===== config.mk =====
export PLATFORM = sky130hd
export DESIGN_NAME = tx_engine
export DESIGN_NICKNAME = d
export VERILOG_FILES = /design/src/rtl/gmac_pkg.sv /design/src/rtl/crc32_ethernet_byte.sv /design/src/rtl/tx_engine.sv
export SDC_FILE = /design/constraint.sdc
export NUM_CORES = 1
export LEC_CHECK = 0
export ABC_AREA = 1
export BUFFER_PORTS_ARGS = -buffer_cell sky130_fd_sc_hd__buf_2
export CAP_MARGIN = 20
export CORE_ASPECT_RATIO = 0.6
export CORE_UTILIZATION = 30
export CTS_CLUSTER_SIZE = 12
export DETAILED_ROUTE_END_ITERATION = 12
export GPL_TIMING_DRIVEN = 0
export PLACE_DENSITY = 0.53
export SYNTH_ARGS = -nofsm -noshare
export SYNTH_HDL_FRONTEND = slang
export SYNTH_HIERARCHICAL = 1
export SYNTH_SLANG_ARGS = --single-unit

===== constraint.sdc =====
create_clock -name gmii_tx_clk -period 2.8 [get_ports gmii_tx_clk]
set_clock_uncertainty 0.05 [all_clocks]
set_input_delay 0.14 -clock gmii_tx_clk [delete_from_list [all_inputs] [get_ports gmii_tx_clk]]
set_output_delay 0.14 -clock gmii_tx_clk [all_outputs]
set_load 0.01 [all_outputs]

===== src/rtl/gmac_pkg.sv =====
// Shared MAC definitions: transmit FSM encoding, preamble/SFD bytes,
// default sizing constants and the byte-wide Ethernet CRC helpers.
package gmac_pkg;

    // Transmit FSM state encoding
    localparam logic [2:0] ST_IDLE     = 3'd0;
    localparam logic [2:0] ST_PREAMBLE = 3'd1;
    localparam logic [2:0] ST_DATA     = 3'd2;
    localparam logic [2:0] ST_PAD      = 3'd3;
    localparam logic [2:0] ST_FCS      = 3'd4;
    localparam logic [2:0] ST_DRAIN    = 3'd5;
    localparam logic [2:0] ST_IFG      = 3'd6;

    localparam logic [7:0] PREAMBLE_BYTE = 8'h55;
    localparam logic [7:0] SFD_BYTE      = 8'hD5;

    localparam int IFG_BYTES_DEFAULT = 12;
    localparam int MIN_FRAME_DEFAULT = 60;

    localparam logic [31:0] CRC_POLY_REFL = 32'hEDB88320;
    localparam logic [31:0] CRC_INIT      = 32'hFFFFFFFF;

    // Advance the reflected CRC-32 register by one byte, LSB first
    function automatic logic [31:0] crc32_byte(input logic [31:0] crc,
                                               input logic [7:0]  data);
        logic [31:0] c;
        c = crc ^ {24'h000000, data};
        for (int i = 0; i < 8; i++) begin
            if (c[0]) begin
                c = (c >> 1) ^ CRC_POLY_REFL;
            end else begin
                c = c >> 1;
            end
        end
        return c;
    endfunction

    // Select one FCS byte in wire order (byte 0 = fcs[7:0])
    function automatic logic [7:0] fcs_byte(input logic [31:0] fcs,
                                            input logic [1:0]  idx);
        logic [7:0] b;
        case (idx)
            2'd0:    b = fcs[7:0];
            2'd1:    b = fcs[15:8];
            2'd2:    b = fcs[23:16];
            2'd3:    b = fcs[31:24];
            default: b = 8'h00;
        endcase
        return b;
    endfunction

endpackage


===== src/rtl/crc32_ethernet_byte.sv =====
// Byte-wide Ethernet CRC-32 accumulator. crc_state is the raw register
// (residue 32'hDEBB20E3 after a good frame plus its FCS); fcs is the
// complemented value to transmit, least significant byte first.
module crc32_ethernet_byte
    import gmac_pkg::*;
(
    input  logic        clk,
    input  logic        rstn,
    input  logic        init,
    input  logic        data_valid,
    input  logic [7:0]  data,
    output logic [31:0] crc_state,
    output logic [31:0] fcs
);

    logic [31:0] crc_r;

    // CRC register: preset on init, advanced on each valid byte
    always_ff @(posedge clk or negedge rstn) begin
        if (!rstn) begin
            crc_r <= CRC_INIT;
        end else if (init) begin
            crc_r <= CRC_INIT;
        end else if (data_valid) begin
            crc_r <= crc32_byte(crc_r, data);
        end else begin
            crc_r <= crc_r;
        end
    end

    assign crc_state = crc_r;
    assign fcs       = ~crc_r;

endmodule


===== src/rtl/tx_engine.sv =====
// GMII transmit engine: preamble/SFD insertion, optional short-frame
// padding, FCS append, underrun handling and inter-frame gap.
// Optional feature macro: TX_PAD_EN (zero-pad frames below MIN_FRAME).
module tx_engine
    import gmac_pkg::*;
#(
    parameter int IFG_BYTES = IFG_BYTES_DEFAULT,
    parameter int MIN_FRAME = MIN_FRAME_DEFAULT
) (
    input  logic       gmii_tx_clk,
    input  logic       rstn,
    input  logic       cfg_tx_en,
    input  logic       fifo_rd_valid,
    output logic       fifo_rd_ready,
    input  logic [7:0] fifo_rd_data,
    input  logic       fifo_rd_last,
    output logic [7:0] gmii_txd,
    output logic       gmii_tx_en,
    output logic       gmii_tx_er,
    output logic       tx_done,
    output logic       tx_underrun
);

    localparam logic [7:0]  IFG_LAST    = 8'(IFG_BYTES - 1);
    localparam logic [15:0] MIN_FRAME_W = 16'(MIN_FRAME);

    logic [2:0]  state_r, state_nxt_s;
    logic [7:0]  cnt_r, cnt_nxt_s;
    logic [15:0] byte_cnt_r, byte_cnt_nxt_s;
    logic [31:0] fcs_r, fcs_nxt_s;

    logic [7:0]  txd_nxt_s;
    logic        tx_en_nxt_s;
    logic        tx_er_nxt_s;
    logic        done_nxt_s;
    logic        underrun_nxt_s;

    logic        crc_init_s;
    logic        crc_valid_s;
    logic [7:0]  crc_data_s;
    logic [31:0] crc_state_s;
    logic [31:0] crc_fcs_s;
    logic        crc_state_unused_s;

    crc32_ethernet_byte u_crc (
        .clk        (gmii_tx_clk),
        .rstn       (rstn),
        .init       (crc_init_s),
        .data_valid (crc_valid_s),
        .data       (crc_data_s),
        .crc_state  (crc_state_s),
        .fcs        (crc_fcs_s)
    );

    // The raw register is only of interest to the receive-side residue check
    assign crc_state_unused_s = ^crc_state_s;

    // The FIFO is read while sending data and while discarding after underrun
    assign fifo_rd_ready = (state_r == ST_DATA) || (state_r == ST_DRAIN);

    // Next-state, counter and next-output decisions for the transmit FSM
    always_comb begin
        state_nxt_s    = state_r;
        cnt_nxt_s      = cnt_r;
        byte_cnt_nxt_s = byte_cnt_r;
        fcs_nxt_s      = fcs_r;
        txd_nxt_s      = 8'h00;
        tx_en_nxt_s    = 1'b0;
        tx_er_nxt_s    = 1'b0;
        done_nxt_s     = 1'b0;
        underrun_nxt_s = 1'b0;
        crc_init_s     = 1'b0;
        crc_valid_s    = 1'b0;
        crc_data_s     = 8'h00;

        case (state_r)
            ST_IDLE: begin
                if (cfg_tx_en && fifo_rd_valid) begin
                    state_nxt_s = ST_PREAMBLE;
                    cnt_nxt_s   = 8'd0;
                end else begin
                    state_nxt_s = ST_IDLE;
                end
            end

            ST_PREAMBLE: begin
                tx_en_nxt_s = 1'b1;
                if (cnt_r == 8'd7) begin
                    txd_nxt_s      = SFD_BYTE;
                    crc_init_s     = 1'b1;
                    cnt_nxt_s      = 8'd0;
                    byte_cnt_nxt_s = 16'd0;
                    state_nxt_s    = ST_DATA;
                end else begin
                    txd_nxt_s = PREAMBLE_BYTE;
                    cnt_nxt_s = cnt_r + 8'd1;
                end
            end

            ST_DATA: begin
                tx_en_nxt_s = 1'b1;
                if (fifo_rd_valid) begin
                    txd_nxt_s   = fifo_rd_data;
                    crc_valid_s = 1'b1;
                    crc_data_s  = fifo_rd_data;
                    if (byte_cnt_r < MIN_FRAME_W) begin
                        byte_cnt_nxt_s = byte_cnt_r + 16'd1;
                    end else begin
                        byte_cnt_nxt_s = byte_cnt_r;
                    end
                    if (fifo_rd_last) begin
                        cnt_nxt_s = 8'd0;
`ifdef TX_PAD_EN
                        if ((byte_cnt_r + 16'd1) < MIN_FRAME_W) begin
                            state_nxt_s = ST_PAD;
                        end else begin
                            state_nxt_s = ST_FCS;
                        end
`else
                        state_nxt_s = ST_FCS;
`endif
                    end else begin
                        state_nxt_s = ST_DATA;
                    end
                end else begin
                    // Starved mid-frame: mark the frame bad on the wire, then discard
                    tx_er_nxt_s    = 1'b1;
                    underrun_nxt_s = 1'b1;
                    state_nxt_s    = ST_DRAIN;
                end
            end

`ifdef TX_PAD_EN
            ST_PAD: begin
                tx_en_nxt_s    = 1'b1;
                crc_valid_s    = 1'b1;
                byte_cnt_nxt_s = byte_cnt_r + 16'd1;
                if ((byte_cnt_r + 16'd1) >= MIN_FRAME_W) begin
                    cnt_nxt_s   = 8'd0;
                    state_nxt_s = ST_FCS;
                end else begin
                    state_nxt_s = ST_PAD;
                end
            end
`endif

            ST_FCS: begin
                tx_en_nxt_s = 1'b1;
                if (cnt_r == 8'd0) begin
                    // CRC register is final now; hold the value for bytes 1..3
                    fcs_nxt_s = crc_fcs_s;
                    txd_nxt_s = crc_fcs_s[7:0];
                end else begin
                    txd_nxt_s = fcs_byte(fcs_r, cnt_r[1:0]);
                end
                if (cnt_r == 8'd3) begin
                    done_nxt_s  = 1'b1;
                    cnt_nxt_s   = 8'd0;
                    state_nxt_s = ST_IFG;
                end else begin
                    cnt_nxt_s = cnt_r + 8'd1;
                end
            end

            ST_DRAIN: begin
                if (fifo_rd_valid && fifo_rd_last) begin
                    cnt_nxt_s   = 8'd0;
                    state_nxt_s = ST_IFG;
                end else begin
                    state_nxt_s = ST_DRAIN;
                end
            end

            ST_IFG: begin
                if (cnt_r == IFG_LAST) begin
                    cnt_nxt_s   = 8'd0;
                    state_nxt_s = ST_IDLE;
                end else begin
                    cnt_nxt_s = cnt_r + 8'd1;
                end
            end

            default: begin
                cnt_nxt_s   = 8'd0;
                state_nxt_s = ST_IDLE;
            end
        endcase
    end

    // FSM state and counters
    always_ff @(posedge gmii_tx_clk or negedge rstn) begin
        if (!rstn) begin
            state_r    <= ST_IDLE;
            cnt_r      <= 8'd0;
            byte_cnt_r <= 16'd0;
            fcs_r      <= 32'h00000000;
        end else begin
            state_r    <= state_nxt_s;
            cnt_r      <= cnt_nxt_s;
            byte_cnt_r <= byte_cnt_nxt_s;
            fcs_r      <= fcs_nxt_s;
        end
    end

    // Registered GMII pins and status pulses
    always_ff @(posedge gmii_tx_clk or negedge rstn) begin
        if (!rstn) begin
            gmii_txd    <= 8'h00;
            gmii_tx_en  <= 1'b0;
            gmii_tx_er  <= 1'b0;
            tx_done     <= 1'b0;
            tx_underrun <= 1'b0;
        end else begin
            gmii_txd    <= txd_nxt_s;
            gmii_tx_en  <= tx_en_nxt_s;
            gmii_tx_er  <= tx_er_nxt_s;
            tx_done     <= done_nxt_s;
            tx_underrun <= underrun_nxt_s;
        end
    end

endmodule


==> flow_metrics.env <==
export IMPL_grtUsageTotal_pct=19.3
export IMPL_overflow=0
export IMPL_io_buffers=24
export IMPL_drt_iter0_markers=528
export IMPL_nFillCells=1893
export IMPL_core_area_mm2=0.0173
export IMPL_worst_pin_slew_ps=680
export IMPL_synth_top_cell_area_share_pct=25.2
export IMPL_maxSlewHeadroom_pct=54.5
export IMPL_grt_pass1_wl_um=26600
export IMPL_fmax_mhz=379
export IMPL_start_util_pct=31.0
export IMPL_placementRows=37
export IMPL_hpwl_um=12800
export IMPL_period_needed_ps=2640
export IMPL_die_area_mm2=0.0185
export IMPL_place_worst_setup_slack_ps=-602
export IMPL_fin_crit_sh_pct=94.2
export IMPL_die_x_um=175
export IMPL_first_pass_iters=5
export IMPL_vias_per_cell=4.85
export IMPL_ys_ff_latch=86
export IMPL_clkTransAtPathRegs_ps=70
export IMPL_synthArstFlopShare_pct=100
export IMPL_postSynthCellCount=747
export IMPL_ys_flop_type="dfrtp_1"
export IMPL_dp_cells=1006
export IMPL_synth_warnings=6
export IMPL_antenna_cells=0
export IMPL_min_path_type="input pin to register"
export IMPL_final_cell_mix="nand2_1, inv_1, nand3_1"
export IMPL_cp_end_kind="register"
export IMPL_required_ps=3020
export IMPL_ys_top_cells_by_area="dfrtp_1, nand2_1, dfstp_2, nand3_1, inv_1"
export IMPL_synth_seq_area_share_pct=40.8
export IMPL_path_max_fanout=10
export IMPL_worstSetupPathType="register to register"
export IMPL_syn2layout_area_growth_pct=15.9
export IMPL_synth_largest_area_cell="dfrtp_1"
export IMPL_cap_violations=0
export IMPL_cts_sinks=86
export IMPL_drc=0
export IMPL_powerDensity_mw_per_mm2=1360
export IMPL_design_area_mm2=0.00623
export IMPL_syn_nets=765
export IMPL_die_h_um=106
export IMPL_rsz0062_at_grt="no"
export IMPL_grt_start_max_net_pins=60
export IMPL_numCtsBuffers=9
export IMPL_postRouteAntennaNets=0
export IMPL_grt_antenna_before_repair=0
export IMPL_cts_htree_levels=3
export IMPL_final_common_cell="nand2_1"
export IMPL_arrival_ps=2860
export IMPL_routed_via_count=4975
export IMPL_routedWlPerCell_um=16.3
export IMPL_drive_gt1_share_pct=18.8
export IMPL_status="finished clean"
export IMPL_cts_tree="yes"
export IMPL_clockBufferDepth=2
export IMPL_synth_area_mm2=0.00537
export IMPL_cts_root_buf="clkbuf_16"
export IMPL_ioPinCount=26
export IMPL_r2r_slack_ps=160
export IMPL_worstSkewPairLatency_ps=350
export IMPL_yosysUniqueCellTypes=39
export IMPL_wl_um=16700
export IMPL_slew_viol_final=0
export IMPL_synth_edf_count=0
export IMPL_finalNonFillerCells=1026
export IMPL_placed_area_mm2=0.00582
export IMPL_grt_pass1_vias=4642
export IMPL_ir_drop_mv=0.605
export IMPL_cellLeakagePower_nw=3.24
export IMPL_hold_viol_final=0
export IMPL_gp_congestion=0.887
export IMPL_post_route_util_pct=36.0
export IMPL_final_nets=805
export IMPL_avgSynthCellArea_um2=7.19
export IMPL_fin_ws_ps=162
export IMPL_setup_viol=0
export IMPL_cp_start_kind="register"
## registers in the layout, indices dropped and copies added (netlist names)
signal / flops
state_r: 3
tx_done: 1
cnt_r: 8
gmii_txd: 8
gmii_tx_en: 1
tx_underrun: 1
fcs_r: 32
u_crc/crc_state: 32
## cell usage after synthesis (2+ instances only)
cell type / count
inv_2: 13
a21oi_1: 9
nand4_1: 9
inv_1: 85
dfstp_2: 32
nor3_1: 3
ha_1: 5
o21ai_0: 13
dfrtp_1: 54
buf_4: 3
nand2_4: 7
buf_1: 2
nor2_2: 2
a22oi_1: 2
o21ai_1: 3
nand2_1: 260
xor2_1: 28
o31ai_1: 2
xnor2_1: 7
nand3b_1: 6
nand3_1: 85
nor2_4: 4
a31oi_1: 9
nand2_2: 16
buf_2: 12
o22ai_1: 14
clkbuf_1: 5
or2_1: 2
nor2_1: 45
## area by class of cell
cell class	instances	area (um^2)	area share (%)
Buffer	23	124	1.99
Clock buffer	12	256	4.12
Clock inverter	4	28.8	0.462
Inverter	100	383	6.15
Multi-Input combinational cell	538	2760	44.4
Sequential cell	86	2190	35.2
Tap cell	234	293	4.70
Timing Repair Buffer	29	188	3.01
## per-layer routing
metal  global-route usage (%)  part of all wire, %  vias to the layer above
met3                     4.76                  9.4                        6
li1                         -                    -                     2428
met1                     32.4                   55                     2368
met5                        0                    0                        -
met4                     3.73                 0.57                        0
met2                     23.1                   35                      173
## worst paths after layout
| kind | start | end | depth (start not counted) |
|---|---|---|---|
| min | fifo_rd_data[5] | gmii_txd[5]$_DFF_PN0_ | 3 |
| min reg2reg | fcs_r[10]$_DFFE_PN0P_ | fcs_r[10]$_DFFE_PN0P_ | 2 |
| max | state_r[1]$_DFFE_PN0P_ | u_crc/crc_state[8]$_DFFE_PN1P_ | 8 |
| max in group asynchronous | rstn | u_crc/crc_state[15]$_DFFE_PN1P_ | 3 |
| min in group asynchronous | rstn | fcs_r[21]$_DFFE_PN0P_ | 2 |
| max reg2reg | state_r[1]$_DFFE_PN0P_ | u_crc/crc_state[8]$_DFFE_PN1P_ | 8 |
## cells by family after synthesis
family,after synthesis,share of synthesized area [%]
buf+inv,123,9.27
flops,86,40.8
compound gates,56,6.17
simple gates,441,36.6
xor+xnor,36,6.01
fa+ha+maj,5,1.16
## through the flow
stage / hold WS (ps) / setup TNS, ps / power (W)
2_1_floorplan: -206 / 0 / 0.00571
3_3_place_gp: 360 / -11150 / 0.00697
3_5_place_dp: 52.0 / -11500 / 0.00704
4_1_cts: 6.39 / 0 / 0.00831
5_1_grt: 51.0 / 0 / 0.00920
6_report: 23.4 / 0 / 0.00846
## worst max-delay path: stages, from the launching register on
cell and delay, ps:
dfrtp_1 480, inv_2 200, nand3b_1 380, nor2_4 490, nor2_2 180, inv_1 210
clkbuf_2 330, nand2_1 90, o22ai_1 130
## report_power, final
part	internal (W)	switching, W	leakage (nW)
Sequential	0.00193	0.000353	1.03
Clock	0.000653	0.000533	0.135
Combinational	0.00163	0.00336	2.08
## repair_timing
action                                  CTS  global route
cloned                                    0             0
endpoints found under the hold margin    25             0
pin swaps                                 0             2
buffers inserted                          0             1
hold buffers                              3             0
endpoints found under the setup margin   31            30
resized for setup                        10            15
(Power assumes the default switching activity.)
